--- src/rtl/sde_ps_rd_pack_if.sv ---
// PCIS read-packer bundle: request side, R channel and slave word port.
// master = the packer, slave = PS FSM / PCIS sink / word slave side.
interface sde_ps_rd_pack_if #(
  parameter int PCIS_DATA_WIDTH = 512,
  parameter int PCIS_ADDR_WIDTH = 64,
  parameter int ACC_WIDTH       = 64
);
  logic                       pcis_req_rd;
  logic [PCIS_ADDR_WIDTH-1:0] pcis_req_addr;
  logic [7:0]                 pcis_req_len;
  logic                       pcis_req_busy;
  logic                       pcis_req_done;
  logic [PCIS_DATA_WIDTH-1:0] pcis_rdata;
  logic                       pcis_rlast;
  logic                       pcis_rvalid;
  logic                       pcis_rready;
  logic                       acc_rd_req;
  logic [PCIS_ADDR_WIDTH-1:0] acc_rd_addr;
  logic [ACC_WIDTH-1:0]       acc_rdata;
  logic                       acc_ack;
  logic                       unalin_error;

  modport master (
    input  pcis_req_rd, pcis_req_addr, pcis_req_len, pcis_rready, acc_rdata, acc_ack,
    output pcis_req_busy, pcis_req_done, pcis_rdata, pcis_rlast, pcis_rvalid,
    output acc_rd_req, acc_rd_addr, unalin_error
  );

  modport slave (
    output pcis_req_rd, pcis_req_addr, pcis_req_len, pcis_rready, acc_rdata, acc_ack,
    input  pcis_req_busy, pcis_req_done, pcis_rdata, pcis_rlast, pcis_rvalid,
    input  acc_rd_req, acc_rd_addr, unalin_error
  );
endinterface

--- src/rtl/sde_ps_rd_pack.sv ---
// PCIS read packer: fetches ACC_WIDTH words from a req/ack slave and packs them into PCIS beats.
// First rvalid WPB+1 cycles after request with ack tied high; two beats buffered, fetch stalls when both are full.
module sde_ps_rd_pack #(
  parameter int PCIS_DATA_WIDTH = 512,
  parameter int PCIS_ADDR_WIDTH = 64,
  parameter int ACC_WIDTH       = 64,
  parameter int WPB             = PCIS_DATA_WIDTH / ACC_WIDTH
) (
  input logic            clk,
  input logic            rst_n,
  sde_ps_rd_pack_if.master bus
);
  localparam int IDXW = (WPB > 1) ? $clog2(WPB) : 1;
  localparam logic [IDXW-1:0] LAST_IDX = IDXW'(WPB - 1);
  localparam logic [PCIS_ADDR_WIDTH-1:0] ADDR_STEP = PCIS_ADDR_WIDTH'(ACC_WIDTH / 8);

  typedef enum logic [1:0] {IDLE, FETCH, DRAIN} state_t;

  state_t                     state;
  logic [PCIS_ADDR_WIDTH-1:0] addr;
  logic [8:0]                 beats_left;
  logic [IDXW-1:0]            word_idx;
  logic [PCIS_DATA_WIDTH-1:0] asm_dat;
  logic                       asm_full;
  logic [PCIS_DATA_WIDTH-1:0] hold_dat;
  logic                       hold_vld;
  logic                       hold_last;
  logic                       busy;
  logic                       done;
  logic                       unalin;

  logic                       hold_free;
  logic                       rd_req;
  logic                       word_in;
  logic                       completing;
  logic                       asm_cmp;
  logic                       xfer;
  logic [PCIS_DATA_WIDTH-1:0] asm_next;

  // A complete assembly waits in asm_dat only when the hold register cannot take it.
  always_comb begin
    hold_free  = ~hold_vld | bus.pcis_rready;
    rd_req     = (state == FETCH) & ~(asm_full & ~hold_free);
    word_in    = rd_req & bus.acc_ack;
    completing = word_in & (word_idx == LAST_IDX);
    asm_cmp    = asm_full | completing;
    xfer       = asm_cmp & hold_free;
    asm_next   = asm_dat;
    if (word_in) begin
      asm_next[int'(word_idx)*ACC_WIDTH +: ACC_WIDTH] = bus.acc_rdata;
    end
  end

  always_ff @(posedge clk or negedge rst_n) begin
    if (!rst_n) begin
      state      <= IDLE;
      addr       <= '0;
      beats_left <= '0;
      word_idx   <= '0;
      asm_dat    <= '0;
      asm_full   <= 1'b0;
      hold_dat   <= '0;
      hold_vld   <= 1'b0;
      hold_last  <= 1'b0;
      busy       <= 1'b0;
      done       <= 1'b0;
      unalin     <= 1'b0;
    end else begin
      done   <= 1'b0;
      unalin <= 1'b0;

      if (word_in) begin
        asm_dat <= asm_next;
      end
      asm_full <= asm_cmp & ~xfer;

      // A beat waiting in asm_dat is the older one; otherwise the word arriving now completes it.
      if (xfer) begin
        hold_dat   <= asm_full ? asm_dat : asm_next;
        hold_last  <= (beats_left == 9'd1);
        hold_vld   <= 1'b1;
        beats_left <= beats_left - 9'd1;
      end else if (hold_vld && bus.pcis_rready) begin
        hold_vld  <= 1'b0;
        hold_last <= 1'b0;
      end

      case (state)
        IDLE: begin
          if (bus.pcis_req_rd) begin
            addr       <= {bus.pcis_req_addr[PCIS_ADDR_WIDTH-1:6], 6'b0};
            beats_left <= {1'b0, bus.pcis_req_len} + 9'd1;
            word_idx   <= '0;
            busy       <= 1'b1;
            unalin     <= |bus.pcis_req_addr[5:0];
            state      <= FETCH;
          end
        end
        FETCH: begin
          if (word_in) begin
            addr     <= addr + ADDR_STEP;
            word_idx <= completing ? '0 : word_idx + 1'b1;
          end
          if (completing && beats_left == 9'd1) begin
            state <= DRAIN;
          end
        end
        DRAIN: begin
          if (hold_vld && bus.pcis_rready && hold_last) begin
            state <= IDLE;
            busy  <= 1'b0;
            done  <= 1'b1;
          end
        end
        default: state <= IDLE;
      endcase
    end
  end

  assign bus.pcis_req_busy = busy;
  assign bus.pcis_req_done = done;
  assign bus.pcis_rdata    = hold_dat;
  assign bus.pcis_rlast    = hold_last;
  assign bus.pcis_rvalid   = hold_vld;
  assign bus.acc_rd_req    = rd_req;
  assign bus.acc_rd_addr   = addr;
  assign bus.unalin_error  = unalin;
endmodule

--- src/flat_wrapper.sv ---
// flat-port wrapper written by rule: the top's interface ports become plain ports
module sde_ps_rd_pack_flat 
#(
  parameter int PCIS_DATA_WIDTH = 512,
  parameter int PCIS_ADDR_WIDTH = 64,
  parameter int ACC_WIDTH       = 64,
  parameter int WPB             = PCIS_DATA_WIDTH / ACC_WIDTH
)
  (clk, rst_n, bus_pcis_req_rd, bus_pcis_req_addr, bus_pcis_req_len, bus_pcis_rready, bus_acc_rdata, bus_acc_ack, bus_pcis_req_busy, bus_pcis_req_done, bus_pcis_rdata, bus_pcis_rlast, bus_pcis_rvalid, bus_acc_rd_req, bus_acc_rd_addr, bus_unalin_error);
  sde_ps_rd_pack_if #(.PCIS_DATA_WIDTH(PCIS_DATA_WIDTH), .PCIS_ADDR_WIDTH(PCIS_ADDR_WIDTH), .ACC_WIDTH(ACC_WIDTH)) bus_i ();
  input logic clk;
  input logic rst_n;
  input wire logic [$bits(bus_i.pcis_req_rd)-1:0] bus_pcis_req_rd;
  input wire logic [$bits(bus_i.pcis_req_addr)-1:0] bus_pcis_req_addr;
  input wire logic [$bits(bus_i.pcis_req_len)-1:0] bus_pcis_req_len;
  input wire logic [$bits(bus_i.pcis_rready)-1:0] bus_pcis_rready;
  input wire logic [$bits(bus_i.acc_rdata)-1:0] bus_acc_rdata;
  input wire logic [$bits(bus_i.acc_ack)-1:0] bus_acc_ack;
  output wire logic [$bits(bus_i.pcis_req_busy)-1:0] bus_pcis_req_busy;
  output wire logic [$bits(bus_i.pcis_req_done)-1:0] bus_pcis_req_done;
  output wire logic [$bits(bus_i.pcis_rdata)-1:0] bus_pcis_rdata;
  output wire logic [$bits(bus_i.pcis_rlast)-1:0] bus_pcis_rlast;
  output wire logic [$bits(bus_i.pcis_rvalid)-1:0] bus_pcis_rvalid;
  output wire logic [$bits(bus_i.acc_rd_req)-1:0] bus_acc_rd_req;
  output wire logic [$bits(bus_i.acc_rd_addr)-1:0] bus_acc_rd_addr;
  output wire logic [$bits(bus_i.unalin_error)-1:0] bus_unalin_error;
  assign bus_i.pcis_req_rd = bus_pcis_req_rd;
  assign bus_i.pcis_req_addr = bus_pcis_req_addr;
  assign bus_i.pcis_req_len = bus_pcis_req_len;
  assign bus_i.pcis_rready = bus_pcis_rready;
  assign bus_i.acc_rdata = bus_acc_rdata;
  assign bus_i.acc_ack = bus_acc_ack;
  assign bus_pcis_req_busy = bus_i.pcis_req_busy;
  assign bus_pcis_req_done = bus_i.pcis_req_done;
  assign bus_pcis_rdata = bus_i.pcis_rdata;
  assign bus_pcis_rlast = bus_i.pcis_rlast;
  assign bus_pcis_rvalid = bus_i.pcis_rvalid;
  assign bus_acc_rd_req = bus_i.acc_rd_req;
  assign bus_acc_rd_addr = bus_i.acc_rd_addr;
  assign bus_unalin_error = bus_i.unalin_error;
  sde_ps_rd_pack #(.PCIS_DATA_WIDTH(PCIS_DATA_WIDTH), .PCIS_ADDR_WIDTH(PCIS_ADDR_WIDTH), .ACC_WIDTH(ACC_WIDTH), .WPB(WPB)) u_core (.clk(clk), .rst_n(rst_n), .bus(bus_i));
endmodule
--- config.mk ---
export PLATFORM = sky130hd
export DESIGN_NAME = sde_ps_rd_pack_flat
export DESIGN_NICKNAME = d
export VERILOG_FILES = /design/src/rtl/sde_ps_rd_pack_if.sv /design/src/rtl/sde_ps_rd_pack.sv /design/src/flat_wrapper.sv
export SDC_FILE = /design/constraint.sdc
export NUM_CORES = 2
export LEC_CHECK = 0
export ABC_AREA = 1
export BUFFER_PORTS_ARGS = -buffer_cell sky130_fd_sc_hd__buf_2
export CORE_ASPECT_RATIO = 1.2
export CORE_MARGIN = 2
export CORE_UTILIZATION = 61
export CTS_BUF_LIST = sky130_fd_sc_hd__clkbuf_8 sky130_fd_sc_hd__clkbuf_16
export CTS_CLUSTER_DIAMETER = 120
export CTS_CLUSTER_SIZE = 28
export DETAILED_ROUTE_END_ITERATION = 8
export GPL_TIMING_DRIVEN = 0
export PLACE_DENSITY = 0.93
export SYNTH_ARGS = -nofsm -noshare
export SYNTH_HDL_FRONTEND = slang
export SYNTH_SLANG_ARGS = --single-unit
--- constraint.sdc ---
create_clock -name clk -period 6.9 [get_ports clk]
set_input_delay 0.345 -clock clk [delete_from_list [all_inputs] [get_ports clk]]
set_output_delay 0.345 -clock clk [all_outputs]
set_load 0.02 [all_outputs]
==> results.md <==
- Status: finished with violations
- Failing checks: max-capacitance violations, max-slew violations
- Largest net degree at the start of global routing: 175
- Mux contribution to synthesized area: less than 1%
- Ys Warns: 0
- Ports: between 700 and 800
- Hold Vio Cnt, Final: 0
- Simple-gate share of the synthesized area: ~23%
- Seq/Total Area, Yosys: between 50% and 60%
- Vias in the first global route: about 50000
- WL final: ~210000 um
- Iter 0 DRT Violations: about 8100
- Via count: between 50000 and 60000
- Power Total: 27800 uW
- Setup-failing EPs final: 0
- Setup Skew: between 0.03 and 0.04 ns
- Synth Flop Type: dfrtp_1
- Worst slack, placed: between 2 and 3 ns
- Peak VDD IR: 0.000325 V
- Post-synth ARST share: 100%
- Max-cap violations: 3
- Port bufs: around 720
- Post-synth EDFFs: 0
- Fin crit share: between 60% and 70%
- R2r setup slk: ~2.8 ns
- Final #Nets: ~7300
- Leakage: slightly below 0.03 uW
- Register bit total from synthesis: roughly 1100
- Total gr overflow: 0
- Worst R2R Start: u_core.word_idx[0]
- CTS sink count: between 1000 and 1500
- Gr usage total: between 40% and 50%
- CTS root buf: clkbuf_16
- Core region area: 0.0820 sq mm
- Post-CTS resize count: 0
- Synth-to-Final Area Change: 13.2%
- Hold Crit Depth: 3
- Initial DRT Pass Iterations: 9
- Die area: 0.0852 sq mm
- RSZ-0062 raised after global routing: no
- Hold_buf cts: 34
- Placer Congestion: a little over 1
- Rows: 115
- Critical path fanouts, max: 10
- Max-slew violations: 33
- Crit path DAT: approximately 4.7 ns
- Routed len/inst: about 26 um
- H-tree level count: 2
- Remaining DRCs: 0
- Setup_tns: 0 ns
- Post-route setup slack: between 2 and 3 ns
- Worst-margin pin slew: about 1.6 ns
- Most frequent cells in the layout: nand2_1, dfrtp_1, a21oi_1, nor2_1, buf_2
- Biggest cell delay along the critical path: 0.62 ns
- Largest family of logic cells by synthesized area: simple AND/OR/NAND/NOR gates
- Worst setup startpoint: u_core.word_idx[0]
- XOR/XNOR Fraction of Synth Area: 0.502%
- Post-synthesis compound-gate area fraction: 14.5%
- Bufs on Longest Clock Path: 3
- Highest Clock Rate: approximately 240 MHz
- Setup Buffers After CTS: 0
- CTS buffer count: 45
- Initial antenna violation count: 26
- Hold Crit Start: bus_pcis_req_addr[17]
- Critical-path top delay cell: nand2_1
- Non-Filler Instances: 8260
- Hold EP: u_core.bus.acc_rd_addr[17]
- Fraction of the mapped netlist area in adder cells: less than 1%
- Average size of a mapped cell: 7.93 sq um
- Clock latency on the worst-skew pair: 0.68 ns
- Placed Cells: approximately 8200
- Cell variety after synth: 39
- Clock-pin slew on the worst setup and hold paths: 0.12 ns
- CTS tree: done
- Util after Layout: 69.8%
- Starting Density: between 60 and 70%
- Startpoint class of the critical path: flip-flop
- Critical Path Sink Type: flip-flop
- Antenna Violating Nets Remaining: 0
- Drt via density: between 6 and 7
- Reg2reg end: u_core.bus.pcis_rdata[130]
- Die X: 267 um
- Share of cells above drive strength 1: 12.1%
- Setup CP Type: flip-flop to flip-flop
- Die span in y: 319 um
- Critical path, cell by cell: buf_2, inv_2, ha_1, ha_1, inv_2, nor3_4, nand2_1, clkbuf_1, nand2_1, nand3_1, a21oi_1
- Detailed placement HPWL: ~160000 um
- Minimum clock period: 4.14 ns
- First-pass GRT wire length: approximately 310000 um
- Slew margin rel.: -5.29%
- Syn Inst Count: roughly 6400
- Power density cells: approximately 480 mW/mm^2
- HP Class: primary input to flip-flop
- Commonest non-fill, non-tap cell in the layout: nand2_1
- Mapped Area: between 0.05 and 0.06 sq mm
- Worst r2r path cells: 11
- Req. time, crit path: between 7 and 8 ns
worst max-delay path by stage:
stage / endpoint / cells after the start
floorplan: u_core.asm_dat[246] / 11
global placement: u_core.bus.pcis_rdata[148] / 1
detailed placement: u_core.bus.pcis_rdata[130] / 11
CTS: u_core.bus.pcis_rdata[130] / 11
global route: u_core.bus.pcis_rdata[127] / 12
finish: u_core.bus.pcis_rdata[130] / 11
worst max-delay path: cells and delay by family (launching register included):
kind | cells | cell delay, ns
DFF | 1 | 0.37
and+or+nand+nor | 4 | 1.46
buffers and inverters | 4 | 1.23
AOI/OAI and AO/OA | 1 | 0.15
adders and majority gates | 2 | 0.84
Yosys cell counts, drive strengths merged (2+ instances only):
library cell	instances	share of area, %
nand4	45	0.56
o211ai	83	1.2
buf	99	0.90
and2	54	0.67
xnor2	9	0.16
a21oi	872	8.6
or2	22	0.27
nand3b	2	0.030
clkbuf	288	2.1
a31oi	2	0.025
nor3	14	0.16
nand3	234	2.4
o21a	70	1.0
ha	9	0.22
dfrtp	1105	55
inv	518	3.8
clkinv	4	0.030
o22ai	3	0.037
nor2	830	6.2
o21ai	350	3.5
mux2i	2	0.040
xor2	20	0.35
nand2	1738	13
logic make-up (layout without fill, tap and decap cells):
logic type      Yosys count  after routing
xor+xnor                 29             29
buf+inv                 909           1717
fa+ha+maj                 9              9
other cells               1             20
simple gates           2941           2941
flops                  1105           1105
compound gates         1384           1384
mux                       2              2
per-layer routing:
metal,track usage [%],vias to the layer above,share of wire [%],wire [um]
met4,41.2,20,10,22400
met3,15.6,975,14,29900
li1,-,21900,-,-
met5,0,-,0.063,135
met1,61.9,24800,34,72000
met2,71.4,4072,42,90100
layout make-up:
cell class              count  area (sq um)
diodes                     17          42.5
plain buffers             387          1540
clock buffers              47          1180
clock inverters             2          25.0
fillers                  6722         24700
inverters                 522          1960
multi-input cells        4368         19400
flip-flops and latches   1105         27700
well taps                1053          1320
repair buffers            759          4120
state kept, by name, summed over array words and instances (netlist names):
| name | flops |
|---|---|
| u_core.bus.pcis_rdata | 512 |
| u_core.bus.pcis_rvalid | 1 |
| u_core.bus.acc_rd_addr | 61 |
| u_core.bus.unalin_error | 1 |
| u_core.word_idx | 3 |
| u_core.bus.pcis_req_done | 1 |
| u_core.bus.pcis_rlast | 1 |
| u_core.asm_full | 1 |
| u_core.bus.pcis_req_busy | 1 |
| u_core.state | 2 |
| u_core.asm_dat | 512 |
| u_core.beats_left | 9 |
stage by stage:
step,hold WS (ns),cell area (sq um)
floorplan,0.0494,50600
global placement,0.455,55500
detailed placement,0.459,55700
CTS,0.00592,57200
global route,0.0318,57300
finish,0.00574,57300
power breakdown:
part	leakage [uW]	internal (uW)	switching [uW]	total [uW]
sequential	0.0136	9420	2510	11900
clock	0.000591	1240	2100	3340
combinational	0.0153	3720	8780	12500
No activity file was read; power rests on OpenSTA's default activity.
